--- config.mk ---
export PLATFORM = sky130hd
export DESIGN_NAME = axis_input_queue
export DESIGN_NICKNAME = d
export VERILOG_FILES = /design/src/rtl/axis_input_queue.sv
export SDC_FILE = /design/constraint.sdc
export NUM_CORES = 1
export LEC_CHECK = 0
export ABC_CLOCK_PERIOD_IN_PS = 5700
export CORE_UTILIZATION = 30
export DETAILED_ROUTE_END_ITERATION = 16
export PLACE_DENSITY_LB_ADDON = 0.05
export SETUP_SLACK_MARGIN = 0.15
export SLEW_MARGIN = 20
export SYNTH_ARGS = -nofsm -noshare
export SYNTH_HDL_FRONTEND = slang
export SYNTH_SLANG_ARGS = --single-unit
--- constraint.sdc ---
create_clock -name clk_i -period 5.7 [get_ports clk_i]
set_input_delay 1.14 -clock clk_i [delete_from_list [all_inputs] [get_ports clk_i]]
set_output_delay 1.14 -clock clk_i [all_outputs]
set_load 0.005 [all_outputs]
--- src/rtl/axis_input_queue.sv ---
// axis_input_queue: per-channel AXI-Stream flit buffer feeding one lane of the
// router's round-robin packet arbiter. It decouples link backpressure from
// arbitration and tracks packet boundaries from the routing-header beat.
//
// Optional feature macro: AXIS_INPUT_QUEUE_STORE_AND_FORWARD_EN
//   defined   -> the head packet is presented only once it is fully stored,
//                with a cut-through fallback when the queue is full
//   undefined -> pure cut-through, a stored beat is presented immediately

package axis_input_queue_pkg;

   localparam int AXIS_DATA_WIDTH = 32;
   localparam int AXIS_TID_WIDTH  = 2;

   // TID value that marks the routing-header beat of a packet
   localparam logic [AXIS_TID_WIDTH-1:0] ROUTING_HEADER = 2'b01;

   typedef struct packed {
      logic [AXIS_DATA_WIDTH-1:0] TDATA;
      logic [AXIS_TID_WIDTH-1:0]  TID;
   } axis_data_t;

   typedef struct packed {
      axis_data_t data;
      logic       TVALID;
   } axis_mosi_t;

   typedef struct packed {
      logic TREADY;
   } axis_miso_t;

endpackage

module axis_input_queue
   import axis_input_queue_pkg::*;
#(
   parameter int DEPTH               = 8,
   parameter int DEPTH_WIDTH         = $clog2(DEPTH),
   parameter int MAX_ROUTERS_X       = 4,
   parameter int MAX_ROUTERS_X_WIDTH = $clog2(MAX_ROUTERS_X),
   parameter int MAX_ROUTERS_Y       = 4,
   parameter int MAX_ROUTERS_Y_WIDTH = $clog2(MAX_ROUTERS_Y)
) (
   input  logic                 clk_i,
   input  logic                 rst_n_i,
   input  axis_mosi_t           in_mosi_i,
   output axis_miso_t           in_miso_o,
   output axis_mosi_t           out_mosi_o,
   input  axis_miso_t           out_miso_i,
   output logic [DEPTH_WIDTH:0] count_o,
   output logic [DEPTH_WIDTH:0] pkts_ready_o
);

   // The body length sits just above the destination and source X/Y fields
   localparam int LEN_LSB = (MAX_ROUTERS_X_WIDTH + MAX_ROUTERS_Y_WIDTH) * 2;

   localparam logic [DEPTH_WIDTH:0]   CNT_ONE   = 1;
   localparam logic [DEPTH_WIDTH:0]   CNT_FULL  = DEPTH[DEPTH_WIDTH:0];
   localparam logic [DEPTH_WIDTH-1:0] PTR_ONE   = 1;

   typedef enum logic {
      RX_IDLE,
      RX_BODY
   } rx_state_t;

   typedef enum logic {
      TX_IDLE,
      TX_BODY
   } tx_state_t;

   axis_data_t             mem [DEPTH];
   logic [DEPTH_WIDTH-1:0] wr_ptr;
   logic [DEPTH_WIDTH-1:0] rd_ptr;

   logic                   full;
   logic                   empty;
   logic                   push;
   logic                   pop;
   logic                   out_valid;
   axis_data_t             head;

   logic                   in_is_header;
   logic [7:0]             in_len;
   logic                   head_is_header;
   logic [7:0]             head_len;

   rx_state_t              rx_state;
   rx_state_t              rx_state_next;
   logic [7:0]             rx_left;
   logic [7:0]             rx_left_next;
   logic                   rx_complete;

   tx_state_t              tx_state;
   tx_state_t              tx_state_next;
   logic [7:0]             tx_left;
   logic [7:0]             tx_left_next;
   logic                   tx_depart;

   assign full  = (count_o == CNT_FULL);
   assign empty = (count_o == '0);
   assign head  = mem[rd_ptr];

   assign push  = in_mosi_i.TVALID && !full;
   assign pop   = out_valid && out_miso_i.TREADY;

   assign in_is_header   = (in_mosi_i.data.TID == ROUTING_HEADER);
   assign in_len         = in_mosi_i.data.TDATA[LEN_LSB +: 8];
   assign head_is_header = (head.TID == ROUTING_HEADER);
   assign head_len       = head.TDATA[LEN_LSB +: 8];

   // Presentation rule for the head beat; store-and-forward waits for a whole packet
`ifdef AXIS_INPUT_QUEUE_STORE_AND_FORWARD_EN
   logic tx_in_packet;
   assign tx_in_packet = (tx_state == TX_BODY);
   always_comb begin
      out_valid = !empty && ((pkts_ready_o != '0) || tx_in_packet || full);
   end
`else
   always_comb begin
      out_valid = !empty;
   end
`endif

   // Drive both stream interfaces from the storage head and the occupancy
   always_comb begin
      out_mosi_o.data   = head;
      out_mosi_o.TVALID = out_valid;
      in_miso_o.TREADY  = !full;
   end

   // Flit storage; contents need no reset since occupancy gates every read
   always_ff @(posedge clk_i) begin
      if (push) begin
         mem[wr_ptr] <= in_mosi_i.data;
      end
   end

   // Write and read pointers wrap naturally because DEPTH is a power of two
   always_ff @(posedge clk_i or negedge rst_n_i) begin
      if (!rst_n_i) begin
         wr_ptr <= '0;
         rd_ptr <= '0;
      end else begin
         if (push) begin
            wr_ptr <= wr_ptr + PTR_ONE;
         end
         if (pop) begin
            rd_ptr <= rd_ptr + PTR_ONE;
         end
      end
   end

   // Occupancy: a simultaneous push and pop leaves the count unchanged
   always_ff @(posedge clk_i or negedge rst_n_i) begin
      if (!rst_n_i) begin
         count_o <= '0;
      end else begin
         case ({push, pop})
            2'b10:   count_o <= count_o + CNT_ONE;
            2'b01:   count_o <= count_o - CNT_ONE;
            default: count_o <= count_o;
         endcase
      end
   end

   // RX packet tracker state register
   always_ff @(posedge clk_i or negedge rst_n_i) begin
      if (!rst_n_i) begin
         rx_state <= RX_IDLE;
         rx_left  <= '0;
      end else begin
         rx_state <= rx_state_next;
         rx_left  <= rx_left_next;
      end
   end

   // RX decode: a header opens a packet, stray beats and empty headers close at once
   always_comb begin
      rx_state_next = rx_state;
      rx_left_next  = rx_left;
      rx_complete   = 1'b0;
      if (push) begin
         case (rx_state)
            RX_IDLE: begin
               if (in_is_header && (in_len != 8'd0)) begin
                  rx_state_next = RX_BODY;
                  rx_left_next  = in_len;
               end else begin
                  rx_complete = 1'b1;
               end
            end
            RX_BODY: begin
               rx_left_next = rx_left - 8'd1;
               if (rx_left == 8'd1) begin
                  rx_complete   = 1'b1;
                  rx_state_next = RX_IDLE;
               end
            end
            default: begin
               rx_state_next = RX_IDLE;
            end
         endcase
      end
   end

   // TX packet tracker state register
   always_ff @(posedge clk_i or negedge rst_n_i) begin
      if (!rst_n_i) begin
         tx_state <= TX_IDLE;
         tx_left  <= '0;
      end else begin
         tx_state <= tx_state_next;
         tx_left  <= tx_left_next;
      end
   end

   // TX decode mirrors RX on popped beats to see when a packet has left
   always_comb begin
      tx_state_next = tx_state;
      tx_left_next  = tx_left;
      tx_depart     = 1'b0;
      if (pop) begin
         case (tx_state)
            TX_IDLE: begin
               if (head_is_header && (head_len != 8'd0)) begin
                  tx_state_next = TX_BODY;
                  tx_left_next  = head_len;
               end else begin
                  tx_depart = 1'b1;
               end
            end
            TX_BODY: begin
               tx_left_next = tx_left - 8'd1;
               if (tx_left == 8'd1) begin
                  tx_depart     = 1'b1;
                  tx_state_next = TX_IDLE;
               end
            end
            default: begin
               tx_state_next = TX_IDLE;
            end
         endcase
      end
   end

   // Complete packets held: arrivals minus departures, same rule as occupancy
   always_ff @(posedge clk_i or negedge rst_n_i) begin
      if (!rst_n_i) begin
         pkts_ready_o <= '0;
      end else begin
         case ({rx_complete, tx_depart})
            2'b10:   pkts_ready_o <= pkts_ready_o + CNT_ONE;
            2'b01:   pkts_ready_o <= pkts_ready_o - CNT_ONE;
            default: pkts_ready_o <= pkts_ready_o;
         endcase
      end
   end

endmodule

==> reports/results.txt <==
Post_cts resized: 0
Cts hold-fix bufs: 0
Die Width: 205 um
Ys flop type: edfxtp_1
Worst setup EP type: output port
Synth async-reset ratio: 10.5%
Routed WL: 28,900 um
Root Buffer: clkbuf_16
Net Count, Synth: 726
Max incr delay on CP: 0.93 ns
Layout Nets: 827
Max Freq: 213 MHz
GPL Wtd Cong: 0.764
Sequential area share after synthesis: 72.4%
Ports: 82
CP Launch Type: flop
Die height: 205 um
Number of vias per cell: 4.80
CTS tree: built
Pwr Density: 535 nW/um^2
Outcome: finished, final reports clean
Clock Sinks: 304
Post-DR wirelength/cell: 21.6 um
Routed Antenna Nets: 0
Clock-pin slew on the worst setup and hold paths: 0.06 ns
Fin crit share: 82.2%
Initial antenna violation count: 0
Crit path max-delay cell type: dfrtp_4
Syn_area_per_cell: 18.4 sq um
Dpl hpwl: 16,300 um
Placeable Area: 40,700 sq um
Row Count: 74
Data required time at the worst endpoint: 4.56 ns
Mapped cell area: 12,400 sq um
DRT iter0 DRCs: 338
Count of state elements after synthesis: 304
GRT overflow: 0
WS Path Type: reg2out
Peak VDD IR: 0.000239 V
Relative slew slack: 36.8%
Total die area: 42,100 sq um
Layout area overhead: 21.2%
Number of global-route vias before repair: 6,774
CP Max Fanout: 40
Max cap viols: 0
Initial Util: 30.4%
Most common cell after layout, fill and taps aside: edfxtp_1
Synth Area in Compound Gates: 3.62%
Cell count after synthesis: 674
Yosys warning count: 0
EDFF count, synth: 272
Commonest cells after routing, fill and taps aside: 272 x edfxtp_1, 81 x clkdlybuf4s50_1, 57 x mux4_2
First-pass GRT wire length: 43,500 um
LEAKAGE: 0.00496 uW
CTS Buf Count: 37
RSZ-0062 raised after global routing: false
Max-slew violations: 0
Hold Violations, Final: 0
Clock Skews: 0.0125 ns
DP Cell Count: 1,268
Clock Latency Late Sink: 0.53 ns
Cell variety after synth: 52
Post-Synth Simple-Gate Area: 4.42%
Max clock buf depth: 3
Hold Crit Class: reg2reg
Post-CTS setup repair buffer count: 0
Total Routing Usage GR: 14.3%
Inserted Diodes: 0
Setup TNS: 0 ns
Critical Path AT: 3.55 ns
# setup viols final: 0
H-Tree Depth: 2
Filler cells: 3,814
Minimum clock period: 4.69 ns
Synth Area in XOR/XNOR: 0.849%
DR vias: 6,418
CP cell instances: buf_4 -> mux2i_1 -> o21ai_0 -> clkdlybuf4s50_1
Slew at the pin closest to its max-slew limit: 0.945 ns
Mux cell area share after synthesis: 15.3%
Non-filler instance count after layout: 1,336
First-pass DRT Iterations: 7
PortBufs: 81
Main combinational cell family by area after synthesis: multiplexers
Adder-cell area share of the yosys netlist: 1.54%
Largest net degree at the start of global routing: 49
DRC Markers: 0
Layout cells sized above 1: 20.9%
## power by group
part / switching (uW) / leakage (uW) / internal (uW)
Sequential: 394 / 0.00285 / 2860
Clock: 892 / 0.000566 / 1330
Combinational: 1200 / 0.00155 / 1350
## logic make-up (layout without fill, tap and decap cells)
group                      count (synthesis)  after routing
DFF                                      304            304
muxes                                    114            114
and+or+nand+nor                          112            112
AOI/OAI and AO/OA                         70             70
buffers and inverters                     48            178
adders and majority gates                 14             14
xor gates and xnor gates                  12             12
## registers in the layout, summed over array words and instances (netlist names)
signal / cells
rx_state: 1
rd_ptr: 3
mem: 272
tx_state: 1
count_o: 4
pkts_ready_o: 4
wr_ptr: 3
tx_left: 8
rx_left: 8
## cell usage after synthesis, drive strengths merged (14+ instances only)
cell    number  area (sq um)
edfxtp     272          8170
mux4        57          1280
dfrtp       32           801
mux2        30           338
nand2       30           113
nor2        28           108
mux2i       27           270
buf         24           139
o21ai       22           110
a21oi       16          80.1
inv         14          52.6
nand3       14          70.1
## per-stage QoR
step | utilization, % | area, sq um | hold WS [ns] | setup WS, ns | total power, uW
floorplan | - | 12400 | 0.465 | 0.396 | 4770
global placement | 34.0 | 13800 | 0.478 | 1.43 | 5900
detailed placement | 34.0 | 13900 | 0.465 | 1.44 | 5930
CTS | 36.8 | 15000 | 0.473 | 0.901 | 8200
global route | 36.8 | 15000 | 0.499 | 0.746 | 8500
finish | 36.8 | 15000 | 0.474 | 1.01 | 8030
## final timing paths
path / slack, ns / end / start / cells past startpoint
min in group asynchronous: 1.04 / rd_ptr[2] / rst_n_i / 2
setup / recovery: 1.01 / out_mosi_o[13] / rd_ptr[0] / 4
hold / removal: 0.47 / pkts_ready_o[3] / pkts_ready_o[3] / 1
hold reg to reg: 0.47 / pkts_ready_o[3] / pkts_ready_o[3] / 1
setup reg to reg: 1.52 / pkts_ready_o[3] / rd_ptr[1] / 15
max in group asynchronous: 4.28 / rd_ptr[1] / rst_n_i / 2
## final cells by class
class	count	area (sq um)	area share, %
clock buffer	46	1000	6.68
clock inverter	22	148	0.984
inverter	14	52.6	0.350
multi-input combinational	322	3240	21.6
sequential	304	8980	59.8
tap	532	666	4.44
timing repair buffer	96	923	6.15
## metal layers
layer / up-vias / wire, um / global-route usage (%)
li1: 2904 / - / -
met4: 0 / 790 / 5.66
met2: 130 / 13700 / 22.8
met5: - / 0 / 0
met1: 3337 / 13400 / 19.2
met3: 47 / 1010 / 2.58
## critical path, delay by kind of cell, from the launching register on
kind | cells | cell delay [ns]
mux | 1 | 0.14
flops | 1 | 0.93
buf+inv | 2 | 1.28
compound gates | 1 | 0.62
(Power assumes the default switching activity.)
